**src/rtl/hl_load_if.sv**
```systemverilog
// Handshake and register-control bundle between two byte requesters, the
// word consumer, the split high/low load register and the load arbiter.
interface hl_load_if;
    logic       a_valid;
    logic [7:0] a_byte;
    logic       a_ready;
    logic       b_valid;
    logic [7:0] b_byte;
    logic       b_ready;
    logic       flush;
    logic       word_ready;
    logic       word_valid;
    logic       word_src;
    logic [7:0] reg_inl;
    logic [7:0] reg_inh;
    logic       reg_loadl;
    logic       reg_loadh;
    logic       reg_clear;
    logic       timeout_err;

    // Requesters, consumer and register side.
    modport master (
        output a_valid, a_byte, b_valid, b_byte, flush, word_ready,
        input  a_ready, b_ready, word_valid, word_src,
        input  reg_inl, reg_inh, reg_loadl, reg_loadh, reg_clear, timeout_err
    );

    // Arbiter side.
    modport slave (
        input  a_valid, a_byte, b_valid, b_byte, flush, word_ready,
        output a_ready, b_ready, word_valid, word_src,
        output reg_inl, reg_inh, reg_loadl, reg_loadh, reg_clear, timeout_err
    );
endinterface

```
**src/rtl/hl_load_arbiter.sv**
```systemverilog
// Round-robin sequencer for a 16-bit split high/low load register. Each of two
// byte requesters delivers low byte then high byte; the word is held until the
// consumer takes it. A stalled high byte aborts the pair after TIMEOUT cycles.
module hl_load_arbiter #(
    parameter int TIMEOUT = 16
) (
    input  logic        clk,
    input  logic        reset,
    hl_load_if.slave    bus
);

    // TIMEOUT-1 must fit in the counter.
    localparam int CW = (TIMEOUT > 1) ? $clog2(TIMEOUT) : 1;
    localparam logic [CW-1:0] CNT_LAST = CW'(TIMEOUT - 1);
    localparam logic [CW-1:0] CNT_ONE  = CW'(1);

    typedef enum logic [1:0] {
        ST_IDLE = 2'd0,
        ST_HI   = 2'd1,
        ST_FULL = 2'd2
    } state_t;

    state_t        state_r;
    logic          owner_r;
    logic          last_grant_r;
    logic [CW-1:0] count_r;
    logic          word_valid_r;
    logic          word_src_r;
    logic          reg_clear_r;
    logic          timeout_err_r;

    logic          chosen_s;
    logic          sel_s;
    logic          a_ready_s;
    logic          b_ready_s;
    logic          accept_s;
    logic [7:0]    acc_byte_s;
    logic          loadl_s;
    logic          loadh_s;
    logic [7:0]    inl_s;
    logic [7:0]    inh_s;

    // Grant selection: sole valid requester wins, a tie goes to the one not granted last.
    always_comb begin
        chosen_s = 1'b0;
        if (bus.a_valid && bus.b_valid) begin
            chosen_s = ~last_grant_r;
        end else if (bus.b_valid) begin
            chosen_s = 1'b1;
        end else begin
            chosen_s = 1'b0;
        end
    end

    // Ready/load decode; reset and flush suppress every handshake and load.
    always_comb begin
        a_ready_s = 1'b0;
        b_ready_s = 1'b0;
        sel_s     = chosen_s;
        if (reset || bus.flush) begin
            a_ready_s = 1'b0;
            b_ready_s = 1'b0;
        end else begin
            case (state_r)
                ST_IDLE: begin
                    a_ready_s = bus.a_valid & ~chosen_s;
                    b_ready_s = bus.b_valid &  chosen_s;
                    sel_s     = chosen_s;
                end
                ST_HI: begin
                    a_ready_s = ~owner_r;
                    b_ready_s =  owner_r;
                    sel_s     =  owner_r;
                end
                default: begin
                    a_ready_s = 1'b0;
                    b_ready_s = 1'b0;
                end
            endcase
        end
        accept_s   = (bus.a_valid & a_ready_s) | (bus.b_valid & b_ready_s);
        acc_byte_s = sel_s ? bus.b_byte : bus.a_byte;
        loadl_s    = accept_s & (state_r == ST_IDLE);
        loadh_s    = accept_s & (state_r == ST_HI);
        if (loadl_s) begin
            inl_s = acc_byte_s;
        end else begin
            inl_s = 8'h00;
        end
        if (loadh_s) begin
            inh_s = acc_byte_s;
        end else begin
            inh_s = 8'h00;
        end
    end

    // Pair/word sequencing FSM with registered status outputs.
    always_ff @(posedge clk) begin
        if (reset) begin
            state_r       <= ST_IDLE;
            owner_r       <= 1'b0;
            last_grant_r  <= 1'b1;
            count_r       <= '0;
            word_valid_r  <= 1'b0;
            word_src_r    <= 1'b0;
            reg_clear_r   <= 1'b1;
            timeout_err_r <= 1'b0;
        end else begin
            reg_clear_r   <= 1'b0;
            timeout_err_r <= 1'b0;
            if (bus.flush) begin
                state_r      <= ST_IDLE;
                word_valid_r <= 1'b0;
                count_r      <= '0;
                reg_clear_r  <= 1'b1;
                if (state_r != ST_IDLE) begin
                    last_grant_r <= owner_r;
                end
            end else begin
                case (state_r)
                    ST_IDLE: begin
                        if (accept_s) begin
                            owner_r <= sel_s;
                            count_r <= '0;
                            state_r <= ST_HI;
                        end
                    end
                    ST_HI: begin
                        // An accept on the final cycle beats the abort.
                        if (accept_s) begin
                            state_r      <= ST_FULL;
                            word_valid_r <= 1'b1;
                            word_src_r   <= owner_r;
                        end else if (count_r == CNT_LAST) begin
                            state_r       <= ST_IDLE;
                            count_r       <= '0;
                            reg_clear_r   <= 1'b1;
                            timeout_err_r <= 1'b1;
                            last_grant_r  <= owner_r;
                        end else begin
                            count_r <= count_r + CNT_ONE;
                        end
                    end
                    ST_FULL: begin
                        // Register is left holding the stale word; a new pair overwrites it.
                        if (bus.word_ready) begin
                            state_r      <= ST_IDLE;
                            word_valid_r <= 1'b0;
                            last_grant_r <= owner_r;
                        end
                    end
                    default: begin
                        state_r      <= ST_IDLE;
                        word_valid_r <= 1'b0;
                        count_r      <= '0;
                    end
                endcase
            end
        end
    end

    assign bus.a_ready     = a_ready_s;
    assign bus.b_ready     = b_ready_s;
    assign bus.reg_loadl   = loadl_s;
    assign bus.reg_loadh   = loadh_s;
    assign bus.reg_inl     = inl_s;
    assign bus.reg_inh     = inh_s;
    assign bus.word_valid  = word_valid_r;
    assign bus.word_src    = word_src_r;
    assign bus.reg_clear   = reg_clear_r;
    assign bus.timeout_err = timeout_err_r;

endmodule
```
**src/flat_wrapper.sv**
```systemverilog
// flat-port wrapper written by rule: the top's interface ports become plain ports
module hl_load_arbiter_flat 
#(
    parameter int TIMEOUT = 16
)
  (clk, reset, bus_a_valid, bus_a_byte, bus_b_valid, bus_b_byte, bus_flush, bus_word_ready, bus_a_ready, bus_b_ready, bus_word_valid, bus_word_src, bus_reg_inl, bus_reg_inh, bus_reg_loadl, bus_reg_loadh, bus_reg_clear, bus_timeout_err);
  hl_load_if bus_i ();
  input  logic clk;
  input  logic reset;
  input wire logic [$bits(bus_i.a_valid)-1:0] bus_a_valid;
  input wire logic [$bits(bus_i.a_byte)-1:0] bus_a_byte;
  input wire logic [$bits(bus_i.b_valid)-1:0] bus_b_valid;
  input wire logic [$bits(bus_i.b_byte)-1:0] bus_b_byte;
  input wire logic [$bits(bus_i.flush)-1:0] bus_flush;
  input wire logic [$bits(bus_i.word_ready)-1:0] bus_word_ready;
  output wire logic [$bits(bus_i.a_ready)-1:0] bus_a_ready;
  output wire logic [$bits(bus_i.b_ready)-1:0] bus_b_ready;
  output wire logic [$bits(bus_i.word_valid)-1:0] bus_word_valid;
  output wire logic [$bits(bus_i.word_src)-1:0] bus_word_src;
  output wire logic [$bits(bus_i.reg_inl)-1:0] bus_reg_inl;
  output wire logic [$bits(bus_i.reg_inh)-1:0] bus_reg_inh;
  output wire logic [$bits(bus_i.reg_loadl)-1:0] bus_reg_loadl;
  output wire logic [$bits(bus_i.reg_loadh)-1:0] bus_reg_loadh;
  output wire logic [$bits(bus_i.reg_clear)-1:0] bus_reg_clear;
  output wire logic [$bits(bus_i.timeout_err)-1:0] bus_timeout_err;
  assign bus_i.a_valid = bus_a_valid;
  assign bus_i.a_byte = bus_a_byte;
  assign bus_i.b_valid = bus_b_valid;
  assign bus_i.b_byte = bus_b_byte;
  assign bus_i.flush = bus_flush;
  assign bus_i.word_ready = bus_word_ready;
  assign bus_a_ready = bus_i.a_ready;
  assign bus_b_ready = bus_i.b_ready;
  assign bus_word_valid = bus_i.word_valid;
  assign bus_word_src = bus_i.word_src;
  assign bus_reg_inl = bus_i.reg_inl;
  assign bus_reg_inh = bus_i.reg_inh;
  assign bus_reg_loadl = bus_i.reg_loadl;
  assign bus_reg_loadh = bus_i.reg_loadh;
  assign bus_reg_clear = bus_i.reg_clear;
  assign bus_timeout_err = bus_i.timeout_err;
  hl_load_arbiter #(.TIMEOUT(TIMEOUT)) u_core (.clk(clk), .reset(reset), .bus(bus_i));
endmodule
```
**config.mk**
```make
export PLATFORM = sky130hd
export DESIGN_NAME = hl_load_arbiter_flat
export DESIGN_NICKNAME = d
export VERILOG_FILES = /design/src/rtl/hl_load_if.sv /design/src/rtl/hl_load_arbiter.sv /design/src/flat_wrapper.sv
export SDC_FILE = /design/constraint.sdc
export NUM_CORES = 1
export LEC_CHECK = 0
export CORE_ASPECT_RATIO = 1.25
export CORE_MARGIN = 2
export CORE_UTILIZATION = 34
export CTS_BUF_LIST = sky130_fd_sc_hd__clkbuf_8
export CTS_CLUSTER_DIAMETER = 30
export DETAILED_ROUTE_END_ITERATION = 6
export HOLD_SLACK_MARGIN = 0.05
export PLACE_DENSITY = 0.73
export SYNTH_ARGS = -nofsm -noshare
export SYNTH_HDL_FRONTEND = slang
export SYNTH_SLANG_ARGS = --single-unit
```
**constraint.sdc**
```tcl
create_clock -name clk -period 4.3 [get_ports clk]
set_input_delay 1.29 -clock clk [delete_from_list [all_inputs] [get_ports clk]]
set_output_delay 1.29 -clock clk [all_outputs]
set_load 0.005 [all_outputs]
```
Word level (Yosys, flattened, before mapping)
Index checks and enable logic that the tools add are counted.

storage, ports and cells
  flip-flop bits (word level) = 12
  input port bits = 22
  output and inout port bits = 24
  word-level logic and storage cells = 78

cells by class
  add/subtract/negate cells = 1
  equal/unequal tests = 12
  mux-type cells = 32
  bitwise gates (word level) = 13
  reduce and logical (&&, ||, !) cells = 12

operators with widths
  kind                 number
  $mux 8               3
  $mux 1               16
  $reduce_and 3->1     5
  $mux 4               3
  $pmux 4 s3           1
  $ne 3x3->1 const B   3
  $mux 2               4
  $and 1x1->1          6
  $ne 2x1->1 const B   3
  $not 1->1            6
  $pmux 1 s2           3
  $pmux 2 s3           1
  $reduce_and 5->1     1
  $add 4x1->4 const B  1
  $eq 4x4->1 const B   1
  $ne 2x2->1 const B   2
  $ne 3x2->1 const B   1
  $pmux 1 s3           1
  $reduce_bool 3->1    1
  $eq 2x1->1 const B   1
  $eq 2x2->1 const B   1
  $logic_not 2->1      1
  $reduce_bool 2->1    1
  $reduce_or 2->1      1
  3 further kinds      3

Logic depth before layout (Yosys ltp)
Gate-level depths: netlist of the first run.

  word-level depth = 11
  depth in mapped cells = 5
  depth with buffers taken out = 5

Worst setup path after synthesis of the first run
Ideal clock, no wire load.

  path type = in2out
  start point = in reset
  end point = out bus_reg_inl[0]
  arrival = 2.770 ns
  data required time = 3.010 ns
  path slack = 0.240 ns
  cell stages on the path = 5
  buffers on the path = 1
  path through = buf_2 nor4b_4 mux2i_2 mux2i_1 nor2_1

between the ends
  cells in the longest elaborated chain, start to end = 6
  elaborated cells between the ends (all ways) = 10
  classes of those cells = mux (5); bitwise (4); reduce/logical (1)

RTL lines
  element               line                   RTL
  start, declared       flat_wrapper.sv:9      input logic reset;
  $logic_or 1x1->1 (*)  hl_load_arbiter.sv:60  if (reset || bus.flush) begin
  $mux 1                hl_load_arbiter.sv:60
  $and 1x1->1           hl_load_arbiter.sv:81  accept_s = (bus.a_valid & a_ready_s) | (bus.b_valid & b_ready_s);
  $or 1x1->1            hl_load_arbiter.sv:81
  $and 1x1->1           hl_load_arbiter.sv:83  loadl_s = accept_s & (state_r == ST_IDLE);
  $mux 8 (*)            hl_load_arbiter.sv:85  if (loadl_s) begin
  end, declared         flat_wrapper.sv:20     output wire logic [$bits(bus_i.reg_inl)-1:0] bus_reg_inl;

Every way passes the cells marked *; elsewhere a longest branch is shown, timed or not.

Worst setup path after layout of the first run
  start point = in bus_flush
  end point = out bus_reg_inl[4]

between the ends
  cells in the longest elaborated chain, start to end = 6
  elaborated cells between the ends (all ways) = 10
  classes of those cells = mux (5); bitwise (4); reduce/logical (1)

RTL lines
  element               line                   RTL
  start, declared       flat_wrapper.sv:14     input wire logic [$bits(bus_i.flush)-1:0] bus_flush;
  $logic_or 1x1->1 (*)  hl_load_arbiter.sv:60
  $mux 1                hl_load_arbiter.sv:60
  $and 1x1->1           hl_load_arbiter.sv:81
  $or 1x1->1            hl_load_arbiter.sv:81
  $and 1x1->1           hl_load_arbiter.sv:83
  $mux 8 (*)            hl_load_arbiter.sv:85

Marked as above.

==> reports/qor.txt, run 1 <==
Endpoints failing setup -> 0
Hold buffer count at CTS -> 0
Main combinational cell family by area after synthesis -> simple AND/OR/NAND/NOR gates
Slew Viols, Final -> 0
CP Max Fanout -> 7
Synth area leader -> dfxtp_1
Total GRT Usage -> 20.2%
Hold WS -> 0.497 ns
Slew HR -> 58.6%
Violation count after the first detailed-route iteration -> 17
Worst setup SP type -> input port
DP Area -> 0.00138 sq mm
Total congestion overflow -> 0
Max clock buf depth -> 2
Worst skew pair latency -> 0.23 ns
FF-to-FF setup slack -> 2.51 ns
Simple-gate portion of the synthesized area -> 27.4%
Tot Pwr -> 0.297 mW
Type of the worst setup path -> in -> out
Net Sw Frac -> 23.5%
Clock sink count -> 12
Layout fillers -> 193
Initial Util -> 36.4%
Worst Setup End Kind -> output pin
P_int -> 0.227 mW
Worst R2R Path Depth -> 6
Final worst path period share -> 98.1%
Adder-cell share of the synthesized area -> 1.56%
DRC violations left -> 0
Vias in the first global route -> 1031
Worst hold path endpoint -> u_core.count_r[1]$_SDFFE_PP0P_
Global-route wire length before repair -> 4180 um
Largest net degree at the start of global routing -> 13
Vias/cell -> 5.10
Synth warn -> 0
Yosys reg bits -> 12
Placed cells -> 191
Port Buffer Count -> 45
Io pins -> 46
Most frequent cell after synthesis -> nor2_1
CTS tree -> done
CTS Root Cell -> clkbuf_8
PD cells -> 195 mW/mm^2
Placer Congestion -> 0.756
CTS Buf Count -> 3
Clock network power share -> 32.4%
Synth cell count leaders -> nor2_1, dfxtp_1, mux2i_1
Row count -> 19
Reg-to-Reg Start -> u_core.state_r[0]$_SDFFE_PP0P_
Mean Syn Cell Area -> 7.59 sq um
Seq pwr share -> 38.9%
Initial antenna violation count -> 0
Seq/Total Area, Yosys -> 29.9%
Synth top area share -> 29.9%
Cells after synthesis -> 106
VDD IR max -> 0.000217 V
Post-route insts no fill -> 203
Sw Pwr -> 0.0699 mW
Critical Path AT -> 2.93 ns
Worst path max stage delay -> 0.27 ns
DR pass1 iterations -> 4
Post-route cell area -> 0.00152 sq mm
HP Class -> reg -> reg
Max Fclk -> 0.237 GHz
Max Cap Viol -> 0
Least-Margin Pin Slew -> 0.604 ns
Final WS setup -> 0.0833 ns
Core Box Area -> 0.00221 sq mm
Share of post-route cells with drive strength above 1 -> 24.4%
Antenna Violating Nets Remaining -> 0
Slowest stage cell, crit path -> dlygate4sd2_1
Die Y -> 58.4 um
WL final -> 2720 um
CP Cell Sequence -> dlygate4sd2_1, nor4b_4, mux2i_2, buf_6, buf_4, mux2i_2, buf_4, nor2_1, dlymetal6s2s_1
Final hold vios -> 0
Diode count -> 0
Via Count -> 1035
H-tree levels -> 1
Asr flop ratio synth -> 0%
Synthesized area -> 805 sq um
Post-Synth XOR/XNOR Area -> 1.09%
Status -> completed
HP Start -> u_core.count_r[1]$_SDFFE_PP0P_
Final Critical Period -> 4.22 ns
Nets@finish -> 197
Clock Skews -> 0.00385 ns
Critical R2R Capture -> u_core.last_grant_r$_SDFFE_PP1P_
Die X-Extent -> 47.5 um
Worst hold stages -> 1
Multiplexer share of the synthesized area -> 18.2%
Syn_nets -> 129
Commonest register cell after synthesis -> dfxtp_1
Worst-path clk slew -> 0.05 ns
Post-synth EDFFs -> 0
Unique masters post-synth -> 30
Synth top area cells -> dfxtp_1, mux2i_1, nor2_1
Pre-CTS setup slack -> -0.345 ns
Worst EP required -> 3.01 ns
WL/cell -> 13.4 um
Die area -> 0.00277 sq mm
Leakage power -> 0.773 nW
Compound-Gate Fraction of Synth Area -> 17.9%
Layout Area Growth over Synthesis -> 89.3%
Combinational fraction of design power -> 28.7%
Hpwl dp -> 2050 um
[area by class of cell]
| type | instances | area (sq um) | area share, % |
|---|---|---|---|
| Clock buffer | 3 | 41.3 | 2.71 |
| Tap cell | 31 | 38.8 | 2.55 |
| Inverter | 3 | 11.3 | 0.740 |
| Timing Repair Buffer | 68 | 627 | 41.2 |
| Sequential cell | 12 | 240 | 15.8 |
| Multi-Input combinational cell | 86 | 564 | 37.1 |
[worst max-delay path: cells and delay by family]
kind	cells	cell delay, ns
buffers and inverters	5	0.84
muxes	2	0.48
and+or+nand+nor	2	0.30
[kinds of logic (layout without fill, tap and decap cells)]
group	count (synthesis)	count (layout)
XOR/XNOR	1	1
buffers and inverters	8	74
adder cells (fa/ha/maj)	1	1
flip-flops	12	12
AND/OR/NAND/NOR	48	48
AO/OA/AOI/OAI	22	22
multiplexers	14	14
[what timing repair did]
item,CTS,global route
gates cloned,0,0
pin swaps,1,1
setup endpoints to repair,20,13
resized for setup,19,18
buffers inserted,5,6
[power by group through the flow]
| stage | clock [mW] | combinational, mW | sequential [mW] |
|---|---|---|---|
| 5_1_grt | 0.104 | 0.0912 | 0.116 |
| 2_1_floorplan | 0 | 0.0279 | 0.116 |
| 3_5_place_dp | 0 | 0.0726 | 0.118 |
| 6_report | 0.0963 | 0.0851 | 0.116 |
| 3_3_place_gp | 0 | 0.0706 | 0.118 |
| 4_1_cts | 0.0983 | 0.0789 | 0.116 |
[worst max-delay path by stage]
stage / to / slack [ns] / cells past startpoint / from
floorplan: bus_reg_inl[0] / 0.24 / 5 / reset
global placement: bus_reg_inl[3] / -0.28 / 7 / reset
detailed placement: bus_reg_inh[6] / -0.35 / 7 / reset
CTS: bus_reg_inl[0] / -0.09 / 8 / bus_a_valid
global route: bus_reg_inl[4] / -0.005 / 9 / bus_flush
finish: bus_reg_inl[4] / 0.08 / 9 / bus_flush
[state kept, by name (all words and copies together), names as in the netlist]
signal,flops
u_core.bus.word_src,1
u_core.count_r,4
u_core.bus.word_valid,1
u_core.state_r,2
u_core.owner_r,1
u_core.bus.timeout_err,1
u_core.bus.reg_clear,1
u_core.last_grant_r,1
[metal layers]
layer	GRT usage, %	wire length (um)	up-vias
met5	0	0	-
met4	4.76	18	0
met3	3.07	252	4
met2	40.2	1450	48
met1	20.2	1010	478
li1	-	-	505
[through the flow]
stage	setup TNS (ns)	util, %
floorplan	0	-
global placement	-4.67	62.3
detailed placement	-5.51	62.3
CTS	-0.523	66.0
global route	-0.00464	68.9
finish	0	68.9
[layout by cell type, fill, tap and decap left out, drive strengths merged, types with 2 or more instances in the layout]
master / n
nor2: 28
clkdlybuf4s50: 25
buf: 23
dfxtp: 12
mux2i: 12
nand2: 9
dlymetal6s2s: 8
dlygate4sd2: 8
o21ai: 6
clkbuf: 5
nand3: 4
a21oi: 4
inv: 3
mux2: 2
a21o: 2
a22oi: 2
nor2b: 2
clkdlybuf4s15: 2
Power figures use the tool's default switching activity.
==> run 2, diff against run 1 <==
--- a/config.mk
+++ b/config.mk
@@ -6,13 +6,13 @@
 export NUM_CORES = 1
 export LEC_CHECK = 0
 export CORE_ASPECT_RATIO = 1.25
-export CORE_MARGIN = 2
+export CORE_MARGIN = 10
 export CORE_UTILIZATION = 34
 export CTS_BUF_LIST = sky130_fd_sc_hd__clkbuf_8
 export CTS_CLUSTER_DIAMETER = 30
 export DETAILED_ROUTE_END_ITERATION = 6
 export HOLD_SLACK_MARGIN = 0.05
-export PLACE_DENSITY = 0.73
+export PLACE_DENSITY_LB_ADDON = 0.08
 export SYNTH_ARGS = -nofsm -noshare
 export SYNTH_HDL_FRONTEND = slang
 export SYNTH_SLANG_ARGS = --single-unit
==> reports/qor.txt, run 2 (synthesis results as in run 1) <==
Status -> completed
Total GRT Usage -> 11.9%
Max Fclk -> 0.235 GHz
Core Box Area -> 0.00223 sq mm
Initial antenna violation count -> 0
Worst setup SP type -> input port
DP Area -> 0.00137 sq mm
CTS Root Cell -> clkbuf_8
Post-route cell area -> 0.00153 sq mm
Total congestion overflow -> 0
Slowest stage cell, crit path -> nor4b_4
Commonest non-fill, non-tap cell in the layout -> nor2_1
Layout Area Growth over Synthesis -> 89.6%
Number of flip-flops in the largest register -> 4
Vias/cell -> 4.96
Type of the worst setup path -> in -> out
DR pass1 iterations -> 4
CTS Buf Count -> 3
Least-Margin Pin Slew -> 0.563 ns
Final worst path period share -> 99.1%
Seq pwr share -> 35.6%
Post-route insts no fill -> 199
Clock sink count -> 12
Worst Setup End Kind -> output pin
Most frequent cells in the layout -> nor2_1, clkdlybuf4s50_1, buf_4
Largest net degree at the start of global routing -> 13
H-tree levels -> 1
Diode count -> 0
Via Count -> 987
Io pins -> 46
Nets@finish -> 192
Final setup TNS -> 0 ns
Initial Util -> 36.0%
Endpoints failing setup -> 0
Clock Skews -> 0.00603 ns
HP Class -> reg -> reg
Biggest register -> u_core.count_r
Slew HR -> 61.4%
Clock network power share -> 37.7%
PD cells -> 213 mW/mm^2
Worst skew pair latency -> 0.24 ns
Tot Pwr -> 0.325 mW
Placed cells -> 190
Die Y -> 74.4 um
Sw Pwr -> 0.0779 mW
Worst path max stage delay -> 0.32 ns
Final Critical Period -> 4.26 ns
Net Sw Frac -> 24.0%
RSZ-0062 raised after global routing -> true
Critical Path AT -> 2.97 ns
Leakage power -> 0.675 nW
Hpwl dp -> 2310 um
Share of post-route cells with drive strength above 1 -> 24.4%
Port Buffer Count -> 45
Row count -> 19
Antenna Violating Nets Remaining -> 0
Vias in the first global route -> 975
DRC violations left -> 0
Top flop regs -> u_core.count_r (4), u_core.state_r (2)
Layout fillers -> 212
Violation count after the first detailed-route iteration -> 34
CP Cell Sequence -> clkdlybuf4s15_2, nor4b_4, mux2i_2, buf_6, buf_6, mux2i_4, nor2_1, dlygate4sd2_1
Final hold vios -> 0
Pre-CTS setup slack -> -0.355 ns
Die X-Extent -> 63.5 um
Final WS setup -> 0.0385 ns
Die area -> 0.00472 sq mm
FF-to-FF setup slack -> 2.52 ns
Placer Congestion -> 0.802
CP Max Fanout -> 8
Slew Viols, Final -> 0
Combinational fraction of design power -> 26.7%
P_int -> 0.247 mW
VDD IR max -> 0.000271 V
Max Cap Viol -> 0
Worst EP required -> 3.01 ns
Global-route wire length before repair -> 4490 um
CP most frequent cell -> buf_6
WL final -> 2880 um
Worst-path clk slew -> 0.05 ns
CTS tree -> done
Max clock buf depth -> 2
WL/cell -> 14.5 um
run 2: changes by cell type in the layout (fill, tap and decap cells not counted), moves of 2 or more:
cell            change
mux2i_4             +4
mux2i_2             -4
buf_6               +2
dlymetal6s2s_1      -6
dlygate4sd2_1       +3
buf_4               -7
run 2: routing by layer:
| metal | wire, um | share of wire, % | up-vias | global-route usage (%) |
|---|---|---|---|---|
| met2 | 1280 | 45 | 43 | 19.5 |
| met4 | 31 | 1.1 | 0 | 4.38 |
| met5 | 0 | 0 | - | 0 |
| li1 | - | - | 493 | - |
| met1 | 1340 | 47 | 446 | 14.0 |
| met3 | 224 | 7.8 | 5 | 4.50 |
run 2: through the flow:
stage / util, % / hold WS, ns
floorplan: - / 0.469
global placement: 61.3 / 0.478
detailed placement: 61.3 / 0.486
CTS: 65.8 / 0.500
global route: 68.3 / 0.516
finish: 68.3 / 0.497
run 2: worst max-delay path: cells and delay by family:
family,cells,cell delay (ns)
buffers and inverters,4,0.83
multiplexers,2,0.47
AND/OR/NAND/NOR,2,0.38
run 2: power by group through the flow:
stage / clock network, mW / registers (mW) / logic, mW
5_1_grt: 0.129 / 0.116 / 0.0926
3_3_place_gp: 0 / 0.118 / 0.0705
3_5_place_dp: 0 / 0.118 / 0.0715
2_1_floorplan: 0 / 0.116 / 0.0279
4_1_cts: 0.124 / 0.116 / 0.0788
6_report: 0.122 / 0.116 / 0.0867
run 2: worst paths after layout:
path                            depth (start not counted)                           start                               end
worst max-delay path                                    8                       bus_flush                    bus_reg_inl[0]
worst min-delay path                                    1  u_core.count_r[1]$_SDFFE_PP0P_    u_core.count_r[1]$_SDFFE_PP0P_
worst max register to register                          6  u_core.state_r[0]$_SDFFE_PP0P_  u_core.last_grant_r$_SDFFE_PP1P_
worst min register to register                          1  u_core.count_r[1]$_SDFFE_PP0P_    u_core.count_r[1]$_SDFFE_PP0P_
run 2: area by class of cell:
cell class | instances | area, sq um | share of cell area (%)
clock buffers | 4 | 55.1 | 3.61
inverters | 3 | 11.3 | 0.738
multi-input cells | 86 | 606 | 39.7
flip-flops and latches | 12 | 240 | 15.8
well taps | 31 | 38.8 | 2.54
repair buffers | 63 | 574 | 37.7
run 2: timing repair:
item | 4_1_cts | 5_1_grt
pin swaps | 1 | 0
resized for setup | 27 | 22
hold buffers | 0 | 0
buffers inserted | 5 | 1
endpoints found under the setup margin | 20 | 10
